## src/rtl/data_mem_mmio_pkg.sv

```systemverilog
// Shared constants for the data memory / MMIO block: register addresses,
// STATUS bit layout and the address-decode select type.
package data_mem_mmio_pkg;

  localparam logic [31:0] ADDR_LED    = 32'h0000_1000;
  localparam logic [31:0] ADDR_CYCLES = 32'h0000_1004;
  localparam logic [31:0] ADDR_TXDATA = 32'h0000_1008;
  localparam logic [31:0] ADDR_STATUS = 32'h0000_100C;

  localparam int unsigned STAT_FULL_BIT  = 0;
  localparam int unsigned STAT_EMPTY_BIT = 1;
  localparam int unsigned STAT_OVF_BIT   = 2;
  localparam int unsigned STAT_COUNT_LSB = 3;
  localparam int unsigned STAT_COUNT_W   = 4;

  typedef enum logic [2:0] {
    SEL_NONE,
    SEL_RAM,
    SEL_LED,
    SEL_CYCLES,
    SEL_TXDATA,
    SEL_STATUS
  } sel_e;

endpackage

```

## src/rtl/data_mem_mmio_if.sv

```systemverilog
// Memory-stage bus plus transmit byte stream between the core and data_mem_mmio.
interface data_mem_mmio_if;
  logic        we;
  logic [31:0] a;
  logic [31:0] wd;
  logic [31:0] rd;
  logic [7:0]  led;
  logic [7:0]  tx_data;
  logic        tx_valid;
  logic        tx_ready;

  modport master (output we, a, wd, tx_ready, input rd, led, tx_data, tx_valid);
  modport slave  (input we, a, wd, tx_ready, output rd, led, tx_data, tx_valid);
endinterface

```

## src/rtl/data_mem_mmio_tx_fifo.sv

```systemverilog
// Byte FIFO feeding the transmit stream; power-of-two depth, wrapping pointers,
// registered full/empty/count, head forced to zero while empty.
module tx_fifo #(
  parameter  int unsigned DEPTH = 4,
  localparam int unsigned PW    = $clog2(DEPTH),
  localparam int unsigned CW    = $clog2(DEPTH + 1)
) (
  input  logic          clk,
  input  logic          reset,
  input  logic          push,
  input  logic [7:0]    push_data,
  input  logic          pop,
  output logic [7:0]    head_c,
  output logic          full,
  output logic          empty,
  output logic [CW-1:0] count
);

  logic [7:0]    mem [DEPTH];
  logic [PW-1:0] wr_ptr;
  logic [PW-1:0] rd_ptr;
  logic [CW-1:0] count_nxt;
  logic          do_push;
  logic          do_pop;

  // A pop in the same cycle frees a slot, so a push into a full queue still lands.
  assign do_pop  = pop && !empty;
  assign do_push = push && (!full || do_pop);

  always_comb begin
    count_nxt = count;
    if (do_push && !do_pop) begin
      count_nxt = count + CW'(1);
    end else if (do_pop && !do_push) begin
      count_nxt = count - CW'(1);
    end
  end

  always_ff @(posedge clk or negedge reset) begin
    if (!reset) begin
      wr_ptr <= '0;
      rd_ptr <= '0;
      count  <= '0;
      full   <= 1'b0;
      empty  <= 1'b1;
    end else begin
      if (do_push) wr_ptr <= wr_ptr + PW'(1);
      if (do_pop)  rd_ptr <= rd_ptr + PW'(1);
      count <= count_nxt;
      full  <= (count_nxt == CW'(DEPTH));
      empty <= (count_nxt == CW'(0));
    end
  end

  always_ff @(posedge clk) begin
    if (do_push) mem[wr_ptr] <= push_data;
  end

  assign head_c = empty ? 8'h00 : mem[rd_ptr];

endmodule

```

## src/rtl/data_mem_mmio.sv

```systemverilog
// Word-addressed data RAM with LED, cycle counter, transmit queue and status
// registers mapped above it; loads are combinational from the address.
module data_mem_mmio
  import data_mem_mmio_pkg::*;
#(
  parameter int unsigned RAM_WORDS = 64,
  parameter int unsigned TXQ_DEPTH = 4
) (
  input logic            clk,
  input logic            reset,
  data_mem_mmio_if.slave bus
);

  localparam int unsigned IW = $clog2(RAM_WORDS);
  localparam int unsigned CW = $clog2(TXQ_DEPTH + 1);

  logic [31:0]   ram [RAM_WORDS];
  logic [31:0]   addr_w;
  logic [31:0]   cycles;
  logic [31:0]   status;
  logic [31:0]   rd_c;
  logic [7:0]    led_reg;
  logic [7:0]    head;
  logic [CW-1:0] count;
  logic          overflow;
  logic          full;
  logic          empty;
  logic          push;
  logic          pop;
  sel_e          sel;

  // Byte offset within the word never affects decode.
  assign addr_w = bus.a & 32'hFFFF_FFFC;

  always_comb begin
    sel = SEL_NONE;
    if (addr_w < 32'(RAM_WORDS * 4)) begin
      sel = SEL_RAM;
    end else begin
      case (addr_w)
        ADDR_LED:    sel = SEL_LED;
        ADDR_CYCLES: sel = SEL_CYCLES;
        ADDR_TXDATA: sel = SEL_TXDATA;
        ADDR_STATUS: sel = SEL_STATUS;
        default:     sel = SEL_NONE;
      endcase
    end
  end

  assign push = bus.we && (sel == SEL_TXDATA);
  assign pop  = !empty && bus.tx_ready;

  tx_fifo #(.DEPTH(TXQ_DEPTH)) u_tx_fifo (
    .clk       (clk),
    .reset     (reset),
    .push      (push),
    .push_data (bus.wd[7:0]),
    .pop       (pop),
    .head_c    (head),
    .full      (full),
    .empty     (empty),
    .count     (count)
  );

  always_ff @(posedge clk) begin
    if (bus.we && (sel == SEL_RAM)) ram[bus.a[IW+1:2]] <= bus.wd;
  end

  // Overflow clear wins over a set, though both cannot come from one access.
  always_ff @(posedge clk or negedge reset) begin
    if (!reset) begin
      led_reg  <= 8'h00;
      cycles   <= 32'h0;
      overflow <= 1'b0;
    end else begin
      cycles <= cycles + 32'd1;
      if (bus.we && (sel == SEL_LED)) led_reg <= bus.wd[7:0];
      if (bus.we && (sel == SEL_STATUS)) begin
        overflow <= 1'b0;
      end else if (push && full && !pop) begin
        overflow <= 1'b1;
      end
    end
  end

  always_comb begin
    status                                   = '0;
    status[STAT_FULL_BIT]                    = full;
    status[STAT_EMPTY_BIT]                   = empty;
    status[STAT_OVF_BIT]                     = overflow;
    status[STAT_COUNT_LSB +: STAT_COUNT_W]   = 4'(count);
  end

  always_comb begin
    rd_c = 32'h0;
    case (sel)
      SEL_RAM:    rd_c = ram[bus.a[IW+1:2]];
      SEL_LED:    rd_c = {24'h0, led_reg};
      SEL_CYCLES: rd_c = cycles;
      SEL_STATUS: rd_c = status;
      default:    rd_c = 32'h0;
    endcase
  end

  assign bus.rd       = rd_c;
  assign bus.led      = led_reg;
  assign bus.tx_data  = head;
  assign bus.tx_valid = !empty;

endmodule

```

## src/flat_wrapper.sv

```systemverilog
// flat-port wrapper written by rule: the top's interface ports become plain ports
module data_mem_mmio_flat import data_mem_mmio_pkg::*;
#(
  parameter int unsigned RAM_WORDS = 64,
  parameter int unsigned TXQ_DEPTH = 4
)
  (clk, reset, bus_we, bus_a, bus_wd, bus_tx_ready, bus_rd, bus_led, bus_tx_data, bus_tx_valid);
  data_mem_mmio_if bus_i ();
  input logic clk;
  input logic reset;
  input wire logic [$bits(bus_i.we)-1:0] bus_we;
  input wire logic [$bits(bus_i.a)-1:0] bus_a;
  input wire logic [$bits(bus_i.wd)-1:0] bus_wd;
  input wire logic [$bits(bus_i.tx_ready)-1:0] bus_tx_ready;
  output wire logic [$bits(bus_i.rd)-1:0] bus_rd;
  output wire logic [$bits(bus_i.led)-1:0] bus_led;
  output wire logic [$bits(bus_i.tx_data)-1:0] bus_tx_data;
  output wire logic [$bits(bus_i.tx_valid)-1:0] bus_tx_valid;
  assign bus_i.we = bus_we;
  assign bus_i.a = bus_a;
  assign bus_i.wd = bus_wd;
  assign bus_i.tx_ready = bus_tx_ready;
  assign bus_rd = bus_i.rd;
  assign bus_led = bus_i.led;
  assign bus_tx_data = bus_i.tx_data;
  assign bus_tx_valid = bus_i.tx_valid;
  data_mem_mmio #(.RAM_WORDS(RAM_WORDS), .TXQ_DEPTH(TXQ_DEPTH)) u_core (.clk(clk), .reset(reset), .bus(bus_i));
endmodule
```

## config.mk

```make
export PLATFORM = sky130hd
export DESIGN_NAME = data_mem_mmio_flat
export DESIGN_NICKNAME = d
export VERILOG_FILES = /design/src/rtl/data_mem_mmio_pkg.sv /design/src/rtl/data_mem_mmio_if.sv /design/src/rtl/data_mem_mmio_tx_fifo.sv /design/src/rtl/data_mem_mmio.sv /design/src/flat_wrapper.sv
export SDC_FILE = /design/constraint.sdc
export NUM_CORES = 2
export LEC_CHECK = 0
export CAP_MARGIN = 15
export CORE_UTILIZATION = 50
export DETAILED_ROUTE_END_ITERATION = 8
export PLACE_DENSITY = 0.68
export SLEW_MARGIN = 20
export SYNTH_ARGS = -nofsm -noshare
export SYNTH_HDL_FRONTEND = slang
export SYNTH_HIERARCHICAL = 1
export SYNTH_SLANG_ARGS = --single-unit
```

## constraint.sdc

```tcl
create_clock -name clk -period 2.42 [get_ports clk]
set_input_delay 0.242 -clock clk [delete_from_list [all_inputs] [get_ports clk]]
set_output_delay 0.242 -clock clk [all_outputs]
set_load 0.02 [all_outputs]
```

==> tab_implementation.tex <==
\begin{tabular}{lr}
\hline
Metric & Value \\
\hline
\multicolumn{2}{l}{\textbf{Outcome}} \\
\quad Status & finished, violations left \\
\quad Violations in the final reports & setup timing \\
\multicolumn{2}{l}{\textbf{Flow run}} \\
\quad Max-capacitance violation count & 0 \\
\multicolumn{2}{l}{\textbf{Drt}} \\
\quad Vias after detailed routing & 47,314 \\
\quad Vias per cell & 6.27 \\
\quad Detailed-route wire length per cell & 31.8 um \\
\quad Detailed-route wire length & 240 mm \\
\quad Iter 0 DRT Violations & 6,216 \\
\quad DRC violations left & 0 \\
\quad Initial DRT Pass Iterations & 6 \\
\quad Residual antenna-violating net count after detailed routing & 0 \\
\multicolumn{2}{l}{\textbf{Power}} \\
\quad Clock group share of total power & 40.7\% \\
\quad Net switching share of the total power & 21.7\% \\
\quad Switching power & 16.9 mW \\
\quad VDD IR-drop max & 653 uV \\
\quad Cell-internal power & 61.1 mW \\
\quad Leakage power & 35.6 nW \\
\quad Logic pwr share & 7.2\% \\
\quad Power share of the sequential group & 52.0\% \\
\quad Power per Cell Area & 757 nW/um\^{}2 \\
\multicolumn{2}{l}{\textbf{Finish}} \\
\quad Non-Filler Instances & 7,542 \\
\quad Reg area & 63,700 um\^{}2 \\
\quad Max FFs per register & 2,048 \\
\quad Most common cell after layout, fill and taps aside & sky130\_fd\_sc\_hd\_\_edfxtp\_1 \\
\quad Final instance area & 103,000 um\^{}2 \\
\quad FILL cells & 11,427 \\
\quad Area growth, synth to finish & 22.8\% \\
\quad Layout Nets & 5,238 \\
\quad Leading cell types in the layout, fill and taps excluded & sky130\_fd\_sc\_hd\_\_edfxtp\_1, sky130\_fd\_sc\_hd\_\_buf\_4, sky130\_fd\_sc\_hd\_\_mux2i\_1, sky130\_fd\_sc\_hd\_\_mux4\_2, sky130\_fd\_sc\_hd\_\_clkbuf\_16 \\
\quad Share of cells above drive strength 1 & 31.4\% \\
\quad Total area of multi-input combinational cells & 20,400 um\^{}2 \\
\quad Final core utilization & 61.8\% \\
\multicolumn{2}{l}{\textbf{Critical path}} \\
\quad Depth of the most critical reg-to-reg path & 6 \\
\quad Top cell family by delay on the critical path & compound AO/OA/AOI/OAI gates \\
\quad Worst endpoint data arrival time & 3.02 ns \\
\quad CP Class & flop to output port \\
\quad Worst flop-to-flop path endpoint & u\_core/cycles[28] \\
\quad Critical Path Sink Type & output port \\
\quad Library cell contributing the largest single delay on the critical path & sky130\_fd\_sc\_hd\_\_mux4\_2 \\
\quad Startpoint of the worst register-to-register path & u\_core/cycles[2] \\
\quad Worst setup slack for register-to-register paths & 0.29 ns \\
\quad Delay of the slowest cell on the worst path & 0.53 ns \\
\quad Buffer and inverter count on the worst path & 2 \\
\quad Crit path required time & 2.18 ns \\
\quad Critical Path, Cell by Cell & mux4\_2 > a2111oi\_4 > buf\_4 > a21o\_1 > nand2\_1 > a32o\_2 > buf\_6 \\
\quad Worst Path Max Fanout & 2 \\
\quad Launching element type of the critical path & flop \\
\multicolumn{2}{l}{\textbf{Global route}} \\
\quad Final global-route overflow total & 0 \\
\quad Maximum number of pins on one net before global-route repair & 65 \\
\quad Vias in the first global route & 46,336 \\
\quad Initial antenna violation count & 4 \\
\quad Global router's overall resource usage & 27.7\% \\
\quad Wire length of the first global-routing pass & 333 mm \\
\multicolumn{2}{l}{\textbf{Clock network}} \\
\quad Number of buffers between clock root and the deepest sink & 3 \\
\quad Clock insertion delay at the later pin of the skew report & 0.86 ns \\
\quad Reg clk slew, reported paths & 0.07 ns \\
\quad Inserted Clock Buffers & 201 \\
\quad CTS tree & yes \\
\quad Buffer type at the clock tree root & sky130\_fd\_sc\_hd\_\_clkbuf\_16 \\
\quad Clock sink total & 2,130 \\
\quad H-tree depth & 4 \\
\multicolumn{2}{l}{\textbf{Timing}} \\
\quad Worst hold slack & 0.0308 ns \\
\quad Transition at the pin with the smallest max-transition slack & 0.900 ns \\
\quad Timing-limited maximum frequency & 307 MHz \\
\quad Final critical-path setup slack & -0.840 ns \\
\quad Number of hold violations in the final report & 0 \\
\quad Fin. max-slew vios & 0 \\
\quad Final cycle utilization of the critical path & 135\% \\
\quad \# setup viols final & 55 \\
\quad Min cycle time layout & 3.26 ns \\
\quad Clk\_skew & 0.0199 ns \\
\quad Slew headroom & 40.0\% \\
\quad Summed negative setup slack over all endpoints & -21.44 ns \\
\quad Setup repair after global routing missed its margin & true \\
\multicolumn{2}{l}{\textbf{Synthesis}} \\
\quad Top cell type by total area after synthesis & sky130\_fd\_sc\_hd\_\_edfxtp\_1 \\
\quad Count of state elements after synthesis & 2,130 \\
\quad Post-synthesis instance area & 83,900 um\^{}2 \\
\quad Async S/R FF share, synth & 2.35\% \\
\quad Mean instance size in the synthesized netlist & 19.2 um\^{}2 \\
\quad Total number of yosys warnings & 6 \\
\quad Unique cell type count in the Yosys netlist & 74 \\
\quad Cells taking the most area after synthesis & sky130\_fd\_sc\_hd\_\_edfxtp\_1, sky130\_fd\_sc\_hd\_\_mux4\_2, sky130\_fd\_sc\_hd\_\_mux2i\_1 \\
\quad Number of synthesized flops with an enable pin & 2,080 \\
\quad Post-Syn Nets & 4,439 \\
\quad Post-synth top area share & 74.4\% \\
\quad Gate count after technology mapping & 4,364 \\
\quad Primary FF master, synth & sky130\_fd\_sc\_hd\_\_edfxtp\_1 \\
\quad Proportion of synthesized chip area in sequential cells & 75.9\% \\
\multicolumn{2}{l}{\textbf{Floorplanning}} \\
\quad Die area & 170,000 um\^{}2 \\
\quad Effective utilization at floorplan & 50.3\% \\
\quad Top Ports & 117 \\
\quad Row count & 150 \\
\quad Die Y & 412 um \\
\quad Horizontal die dimension & 412 um \\
\quad Placeable core region & 167,000 um\^{}2 \\
\multicolumn{2}{l}{\textbf{Placed design}} \\
\quad HPWL after DPL & 149 mm \\
\quad RD Place Congestion & 0.894 \\
\quad Placed instance count & 7,105 \\
\quad Placed cell areas & 94,400 um\^{}2 \\
\quad Port-buffer cells & 114 \\
\multicolumn{2}{l}{\textbf{Hold path}} \\
\quad Hold crit path type & input pin to flop \\
\quad Worst Hold Launch & bus\_wd[31] \\
\quad Hold Path Stages & 2 \\
\quad Sink of the worst hold path & u\_core/ram[2][31] \\
\hline
\end{tabular}
how the worst max path moves through the flow:
stage                       startpoint           endpoint  slack (ns)  depth (start not counted)
CTS                 u_core/ram[27][16]         bus_rd[16]       -0.87                          7
global route        u_core/ram[27][16]         bus_rd[16]       -0.89                          7
floorplan                    bus_a[20]  u_core/ram[33][0]       -0.78                          8
detailed placement            bus_a[2]         bus_rd[10]       -1.27                         10
global placement              bus_a[2]         bus_rd[10]       -1.18                         10
finish              u_core/ram[27][16]         bus_rd[16]       -0.84                          7
cells in the mapped netlist, types with 43 or more instances:
cell	n
sky130_fd_sc_hd__clkbuf_1	95
sky130_fd_sc_hd__nor2b_1	43
sky130_fd_sc_hd__buf_4	50
sky130_fd_sc_hd__nand3_1	70
sky130_fd_sc_hd__nor3_1	81
sky130_fd_sc_hd__mux2i_1	501
sky130_fd_sc_hd__dfrtp_1	49
sky130_fd_sc_hd__edfxtp_1	2080
sky130_fd_sc_hd__nand2_1	142
sky130_fd_sc_hd__buf_2	80
sky130_fd_sc_hd__a22oi_1	101
sky130_fd_sc_hd__nor2_1	58
sky130_fd_sc_hd__o21ai_0	73
sky130_fd_sc_hd__a21oi_1	178
sky130_fd_sc_hd__mux2_2	65
sky130_fd_sc_hd__mux4_2	272
per-stage QoR:
step | power (mW) | setup WS (ns)
finish | 78.0 | -0.840
global route | 79.9 | -0.891
CTS | 78.0 | -0.865
detailed placement | 46.5 | -1.27
global placement | 46.4 | -1.18
floorplan | 43.8 | -0.780
repair_timing:
action | CTS | global route
setup buffers | 11 | 30
hold buffers | 14 | 0
endpoints found under the hold margin | 315 | 0
gates resized for setup | 324 | 135
gates cloned | 2 | 16
setup endpoints to repair | 113 | 728
pin swaps | 87 | 47
routing by layer:
metal / routed length [um] / track usage [%] / share of wire [%]
met4: 10000 / 10.9 / 4.2
met2: 113000 / 43.8 / 47
met5: 27 / 0 / 0.011
met1: 92800 / 38.2 / 39
met3: 24100 / 5.36 / 10
cell families after synthesis:
logic type | Yosys count | synth area share, %
AOI/OAI and AO/OA | 574 | 4.56
DFF | 2130 | 75.9
and+or+nand+nor | 503 | 3.09
buffers and inverters | 275 | 1.81
xor gates and xnor gates | 35 | 0.365
adders and majority gates | 7 | 0.104
muxes | 840 | 14.2
power groups by stage:
stage	clock [mW]	sequential [mW]	combinational, mW
floorplan	0	41.3	2.51
global placement	0	41.4	5.01
detailed placement	0	41.4	5.08
CTS	32.1	40.6	5.26
global route	33.4	40.6	5.90
finish	31.8	40.6	5.64
area by class of cell:
type / instances / share of cell area, %
tap: 2204 / 2.68
inverter: 10 / 0.0389
clock buffer: 239 / 5.06
multi-input combinational: 1959 / 19.8
timing repair buffer: 861 / 9.25
antenna: 5 / 0.0121
sequential: 2130 / 61.8
clock inverter: 134 / 1.36
Note: power is estimated with default switching activity, not from simulation.
